`src/rtl/typed_stream_pkg.sv`:
```
// Shared definitions for the typed narrow-beat stream sender/unpacker pair.
// Holds the unpacker state encoding and the beat-count helper.
package typed_stream_pkg;

  typedef enum logic [1:0] {
    COLLECT = 2'd0,
    HOLD    = 2'd1,
    DRAIN   = 2'd2
  } unpack_state_e;

  function automatic int beats_for(int bits, int w);
    return (bits + w - 1) / w;
  endfunction

endpackage

```
`src/rtl/typed_stream_unpacker_if.sv`:
```
// Beat-in / value-out bundle of the typed stream unpacker.
// The slave modport is the unpacker's view, master is the surrounding logic.
interface typed_stream_unpacker_if #(
  parameter type PAYLOAD_T = logic [31:0],
  parameter int  BEAT_W    = 8
);
  import typed_stream_pkg::*;

  localparam int N_BEATS = beats_for($bits(PAYLOAD_T), BEAT_W);
  localparam int CNT_W   = $clog2(N_BEATS + 1);

  logic              in_valid;
  logic              in_ready;
  logic [BEAT_W-1:0] in_data;
  logic              in_last;
  logic              out_valid;
  logic              out_ready;
  PAYLOAD_T          out_data;
  logic              err_len;
  logic [CNT_W-1:0]  beat_cnt;

  modport slave (
    input  in_valid, in_data, in_last, out_ready,
    output in_ready, out_valid, out_data, err_len, beat_cnt
  );

  modport master (
    output in_valid, in_data, in_last, out_ready,
    input  in_ready, out_valid, out_data, err_len, beat_cnt
  );

endinterface

```
`src/rtl/typed_beat_shreg.sv`:
```
// Beat-indexed assembly buffer: one beat written per cycle at wr_idx, clr wins over write.
// Written data is visible on par_dat the cycle after the write; no backpressure of its own.
module typed_beat_shreg #(
  parameter  int BEAT_W  = 8,
  parameter  int N_BEATS = 4,
  localparam int IDX_W   = $clog2(N_BEATS + 1)
) (
  input  logic                        clk,
  input  logic                        rst,
  input  logic                        wr_en,
  input  logic [IDX_W-1:0]            wr_idx,
  input  logic [BEAT_W-1:0]           wr_dat,
  input  logic                        clr,
  output logic [N_BEATS*BEAT_W-1:0]   par_dat
);

  logic [N_BEATS*BEAT_W-1:0] data_q, data_d;

  always_comb begin
    data_d = data_q;
    if (clr) begin
      data_d = '0;
    end else if (wr_en) begin
      for (int i = 0; i < N_BEATS; i++) begin
        if (wr_idx == IDX_W'(i)) data_d[i*BEAT_W +: BEAT_W] = wr_dat;
      end
    end
  end

  always_ff @(posedge clk) begin
    if (rst) data_q <= '0;
    else     data_q <= data_d;
  end

  assign par_dat = data_q;

endmodule

```
`src/rtl/typed_stream_unpacker.sv`:
```
// Reassembles one PAYLOAD_T from LSB-first BEAT_W beats; value valid 1 cycle after the final beat.
// in_ready drops while a value is held; wrong-length packets pulse err_len and are dropped.
module typed_stream_unpacker
  import typed_stream_pkg::*;
#(
  parameter type PAYLOAD_T = logic [31:0],
  parameter int  BEAT_W    = 8
) (
  input  logic clk,
  input  logic rst,
  typed_stream_unpacker_if.slave bus
);

  typedef PAYLOAD_T payload_t;

  localparam int N_BEATS = beats_for($bits(PAYLOAD_T), BEAT_W);
  localparam int CNT_W   = $clog2(N_BEATS + 1);

  unpack_state_e             state_q, state_d;
  logic [CNT_W-1:0]          cnt_q, cnt_d;
  logic                      out_valid_q, out_valid_d;
  logic                      err_len_q, err_len_d;
  logic                      wr_en, clr, accept;
  logic [N_BEATS*BEAT_W-1:0] shreg_dat;

  assign accept = bus.in_valid && bus.in_ready;

  always_comb begin
    state_d     = state_q;
    cnt_d       = cnt_q;
    out_valid_d = out_valid_q;
    err_len_d   = 1'b0;
    wr_en       = 1'b0;
    clr         = 1'b0;
    unique case (state_q)
      COLLECT: begin
        if (accept) begin
          wr_en = 1'b1;
          if (cnt_q == CNT_W'(N_BEATS - 1)) begin
            if (bus.in_last) begin
              state_d     = HOLD;
              out_valid_d = 1'b1;
              cnt_d       = CNT_W'(N_BEATS);
            end else begin
              // Overlong packet: flag once, then swallow the rest up to in_last.
              state_d   = DRAIN;
              err_len_d = 1'b1;
              cnt_d     = '0;
            end
          end else if (bus.in_last) begin
            err_len_d = 1'b1;
            clr       = 1'b1;
            cnt_d     = '0;
          end else begin
            cnt_d = cnt_q + CNT_W'(1);
          end
        end
      end
      DRAIN: begin
        if (accept && bus.in_last) state_d = COLLECT;
      end
      HOLD: begin
        if (bus.out_ready) begin
          state_d     = COLLECT;
          out_valid_d = 1'b0;
          cnt_d       = '0;
        end
      end
      default: state_d = COLLECT;
    endcase
  end

  always_ff @(posedge clk) begin
    if (rst) begin
      state_q     <= COLLECT;
      cnt_q       <= '0;
      out_valid_q <= 1'b0;
      err_len_q   <= 1'b0;
    end else begin
      state_q     <= state_d;
      cnt_q       <= cnt_d;
      out_valid_q <= out_valid_d;
      err_len_q   <= err_len_d;
    end
  end

  typed_beat_shreg #(
    .BEAT_W  (BEAT_W),
    .N_BEATS (N_BEATS)
  ) u_shreg (
    .clk     (clk),
    .rst     (rst),
    .wr_en   (wr_en),
    .wr_idx  (cnt_q),
    .wr_dat  (bus.in_data),
    .clr     (clr),
    .par_dat (shreg_dat)
  );

  // Buffer is frozen in HOLD (in_ready=0), so it can drive out_data directly.
  assign bus.in_ready  = (state_q != HOLD);
  assign bus.out_valid = out_valid_q;
  assign bus.out_data  = payload_t'(shreg_dat[$bits(PAYLOAD_T)-1:0]);
  assign bus.err_len   = err_len_q;
  assign bus.beat_cnt  = cnt_q;

endmodule
```
`src/flat_wrapper.sv`:
```
// flat-port wrapper written by rule: the top's interface ports become plain ports
module typed_stream_unpacker_flat import typed_stream_pkg::*;
#(
  parameter type PAYLOAD_T = logic [31:0],
  parameter int  BEAT_W    = 8
)
  (clk, rst, bus_in_valid, bus_in_data, bus_in_last, bus_out_ready, bus_in_ready, bus_out_valid, bus_out_data, bus_err_len, bus_beat_cnt);
  typed_stream_unpacker_if #(.PAYLOAD_T(PAYLOAD_T), .BEAT_W(BEAT_W)) bus_i ();
  input  logic clk;
  input  logic rst;
  input wire logic [$bits(bus_i.in_valid)-1:0] bus_in_valid;
  input wire logic [$bits(bus_i.in_data)-1:0] bus_in_data;
  input wire logic [$bits(bus_i.in_last)-1:0] bus_in_last;
  input wire logic [$bits(bus_i.out_ready)-1:0] bus_out_ready;
  output wire logic [$bits(bus_i.in_ready)-1:0] bus_in_ready;
  output wire logic [$bits(bus_i.out_valid)-1:0] bus_out_valid;
  output wire logic [$bits(bus_i.out_data)-1:0] bus_out_data;
  output wire logic [$bits(bus_i.err_len)-1:0] bus_err_len;
  output wire logic [$bits(bus_i.beat_cnt)-1:0] bus_beat_cnt;
  assign bus_i.in_valid = bus_in_valid;
  assign bus_i.in_data = bus_in_data;
  assign bus_i.in_last = bus_in_last;
  assign bus_i.out_ready = bus_out_ready;
  assign bus_in_ready = bus_i.in_ready;
  assign bus_out_valid = bus_i.out_valid;
  assign bus_out_data = bus_i.out_data;
  assign bus_err_len = bus_i.err_len;
  assign bus_beat_cnt = bus_i.beat_cnt;
  typed_stream_unpacker #(.PAYLOAD_T(PAYLOAD_T), .BEAT_W(BEAT_W)) u_core (.clk(clk), .rst(rst), .bus(bus_i));
endmodule
```
`config.mk`:
```
export PLATFORM = sky130hd
export DESIGN_NAME = typed_stream_unpacker_flat
export DESIGN_NICKNAME = d
export VERILOG_FILES = /design/src/rtl/typed_stream_pkg.sv /design/src/rtl/typed_stream_unpacker_if.sv /design/src/rtl/typed_beat_shreg.sv /design/src/rtl/typed_stream_unpacker.sv /design/src/flat_wrapper.sv
export SDC_FILE = /design/constraint.sdc
export NUM_CORES = 1
export LEC_CHECK = 0
export ABC_AREA = 1
export CORE_MARGIN = 2
export CORE_UTILIZATION = 51
export DETAILED_ROUTE_END_ITERATION = 6
export PLACE_DENSITY = 0.8
export SYNTH_ARGS = -nofsm -noshare
export SYNTH_HDL_FRONTEND = slang
export SYNTH_SLANG_ARGS = --single-unit
```
`constraint.sdc`:
```
create_clock -name clk -period 3.2 [get_ports clk]
set_input_delay 0.64 -clock clk [delete_from_list [all_inputs] [get_ports clk]]
set_output_delay 0.64 -clock clk [all_outputs]
set_load 0.1 [all_outputs]
```
==> metrics.txt <==
RSZ-0062 raised after global routing=no; highest clock rate=0.454 GHz; part of the total power dissipated in sequential elements=0.376; CP required=3480 ps; final worst-path cycle share=0.688; post-synthesis net count=228; arrival time reported for the critical path endpoint=2480 ps; Final Hold Viols=0; pwr dens=669 nW/µm²; startpoint of the most critical setup path=u_core.bus.beat_cnt[2]; crit path max-delay cell type=sky130_fd_sc_hd__ha_1; htree depth=2; clock tree root buffer cell=sky130_fd_sc_hd__clkbuf_4; worst supply voltage drop on vdd=0.495 mV; switch share=0.489; syn_area_per_cell=8.75 µm²; maximum number of pins on one net before global-route repair=38; HPWL after DPL=2.93 mm; unique cell type count in the Yosys netlist=22; proportion of synthesized chip area in sequential cells=0.427; TritonCTS clock tree=done; delay of the slowest cell on the worst path=430 ps; die width=63.9 µm; number of nets in the layout=273; Die Outline Area=4080 µm²; launch point of the worst reg-to-reg path=u_core.bus.beat_cnt[2]; result of the run=completed; Finished Core Util=0.665; setup clock skew after layout=9.34 ps; share of synthesized registers carrying an async set or reset=0; number of max-slew violations in the final report=0; layout filler cell count=297; number of DRC violations after detailed routing=0; number of CTS-inserted buffers=5; Total Neg Setup Slack=0 ps; via count=1595; # diodes=0; die span in y=63.9 µm; Synth Warn #=0; min-delay worst type=flip-flop to flip-flop; number of flops mapped to enable cells by yosys=0; proportion of layout cells with a drive suffix above 1=0.341; Routed WL per cell=13.7 µm; capturing element of the worst setup path=u_core.u_shreg.par_dat[5]; Reg clk slew, reported paths=120 ps; dominant register cell in the synthesized netlist=sky130_fd_sc_hd__dfxtp_1; global-route usage over all layers=0.211; biggest fanout along the worst timing path=32; Longest Clk Path Bufs=2; number of sinks on the clock net=39; number of max-capacitance violations reported=0; most frequent cell after synthesis=sky130_fd_sc_hd__nand2_1; internal portion of total power=770 µW; weighted congestion at the end of routability-driven global placement=0.868; first-pass GRT wire length=6.82 mm; violation count after the first detailed-route iteration=76; layout overhead on the synthesized area=23.3%; antenna violations before repair=0; power dissipated by switching net loads=738 µW; initial core utilization=0.539; buffers added on ports=50; Gate Count Post-Synth=209; relative slew slack=0.658; remaining global-route overflow=0; reg-to-reg critical path endpoint=u_core.u_shreg.par_dat[5]; Synth Register Bits=39; number of gates resized after cts=0; total setup violations reported at the end of the flow=0; post-detailed-routing wire length=4.11 mm; R2R setup slack=1000 ps; number of rows created at floorplan=21; endpoint type of the worst setup path=flip-flop; launch instance of the worst min-delay path=u_core.u_shreg.par_dat[23]; Post-CTS Repair Setup Buffers=0; number of standard cells in the layout, taps in and fillers out=301; depth of the worst register-to-register path=7; count of boundary I/O pins=51; final antenna-violating net count=0; leading post-synthesis cells by cell area=sky130_fd_sc_hd__dfxtp_1, sky130_fd_sc_hd__a21oi_2, sky130_fd_sc_hd__nand2_1; share of total power in combinational logic=0.461; Synth top cells by count=sky130_fd_sc_hd__nand2_1, sky130_fd_sc_hd__dfxtp_1, sky130_fd_sc_hd__a21oi_2; top cell type by total area after synthesis=sky130_fd_sc_hd__dfxtp_1; clock period minus final worst setup slack=2200 ps; worst path cell trace=inv_2 > ha_1 > inv_1 > ha_1 > nand2_4 > nand2_4 > a21oi_1; kind of launch point of the worst setup path=flip-flop; Syn Std Cell Area=1830 µm²; first drt pass iteration count=4; Post-CTS Hold Fix Bufs=0; slew at the pin closest to its max-slew limit=513 ps; share of power burned in the clock network=0.163; post-placement cell count=293; via density per instance=5.30; via count of the first global-routing pass=1496; clock insertion delay at the later pin of the skew report=340 ps; area inside the core boundary=3390 µm²; static leakage=0.839 nW; worst setup path class=flip-flop to flip-flop; top cell type's share of synthesized area=0.427
## kinds of logic after synthesis
kind of cell | synth area share
AND/OR/NAND/NOR | 0.280
buffers and inverters | 0.0767
flip-flops | 0.427
adder cells (fa/ha/maj) | 0.0411
AO/OA/AOI/OAI | 0.175
## state kept, by name, indices dropped and copies added, names as in the netlist
register,count
u_core.bus.beat_cnt,3
u_core.bus.err_len,1
u_core.bus.out_valid,1
u_core.state_q,2
u_core.u_shreg.par_dat,32
## per-layer routing
layer  routed length, µm  vias up  track usage
met5                   0        -            0
met4                  53        0       0.0842
met3                 233        7       0.0511
met2                1890       43        0.336
met1                1930      734        0.274
li1                    -      811            -
## placed cells by master, fill, tap and decap left out, drive strengths merged
| cell type | count |
|---|---|
| clkinv | 1 |
| a21oi | 35 |
| clkinvlp | 1 |
| nand3 | 17 |
| buf | 38 |
| nor2 | 11 |
| clkbuf | 6 |
| inv | 11 |
| ha | 6 |
| nor3 | 2 |
| clkdlybuf4s50 | 12 |
| nand2 | 46 |
| nand4 | 24 |
| o21a | 1 |
| o21ai | 5 |
| dfxtp | 39 |
## worst min path at each step
| stage | end | cells past startpoint |
|---|---|---|
| after global routing | u_core.u_shreg.par_dat[2] | 2 |
| final | u_core.u_shreg.par_dat[23] | 2 |
| after detailed placement | u_core.u_shreg.par_dat[23] | 2 |
| after CTS | u_core.u_shreg.par_dat[23] | 2 |
| after global placement | u_core.u_shreg.par_dat[6] | 2 |
| after floorplan | u_core.state_q[1] | 4 |
## area by class of cell
type / count / area, µm² / share of cell area
multi-input combinational: 147 / 907 / 0.403
sequential: 39 / 781 / 0.346
timing repair buffer: 50 / 405 / 0.180
tap: 46 / 57.6 / 0.0255
inverter: 11 / 48.8 / 0.0217
clock buffer: 6 / 41.3 / 0.0183
clock inverter: 2 / 12.5 / 0.00555
## worst max-delay path: cells and delay by family (launching register included)
kind                     cells  cell delay [ps]
AND/OR/NAND/NOR              2              350
AO/OA/AOI/OAI                1              220
adder cells (fa/ha/maj)      2              680
flip-flops                   1              360
buffers and inverters        2              530
## per-stage QoR
step,area (µm²),power [mW],setup WS (ps),hold WS (ps)
floorplan,1830,1.17,837,589
global placement,2200,1.26,1060,459
detailed placement,2200,1.27,1020,459
CTS,2250,1.51,1020,479
global route,2250,1.59,849,495
finish,2250,1.51,997,476
## power groups by stage
stage	Clock [mW]	Sequential (mW)	Combinational [mW]
floorplan	0	0.829	0.338
global placement	0	0.578	0.685
detailed placement	0	0.577	0.693
CTS	0.254	0.568	0.693
global route	0.273	0.576	0.739
finish	0.246	0.568	0.695
Power figures use the tool's default switching activity.
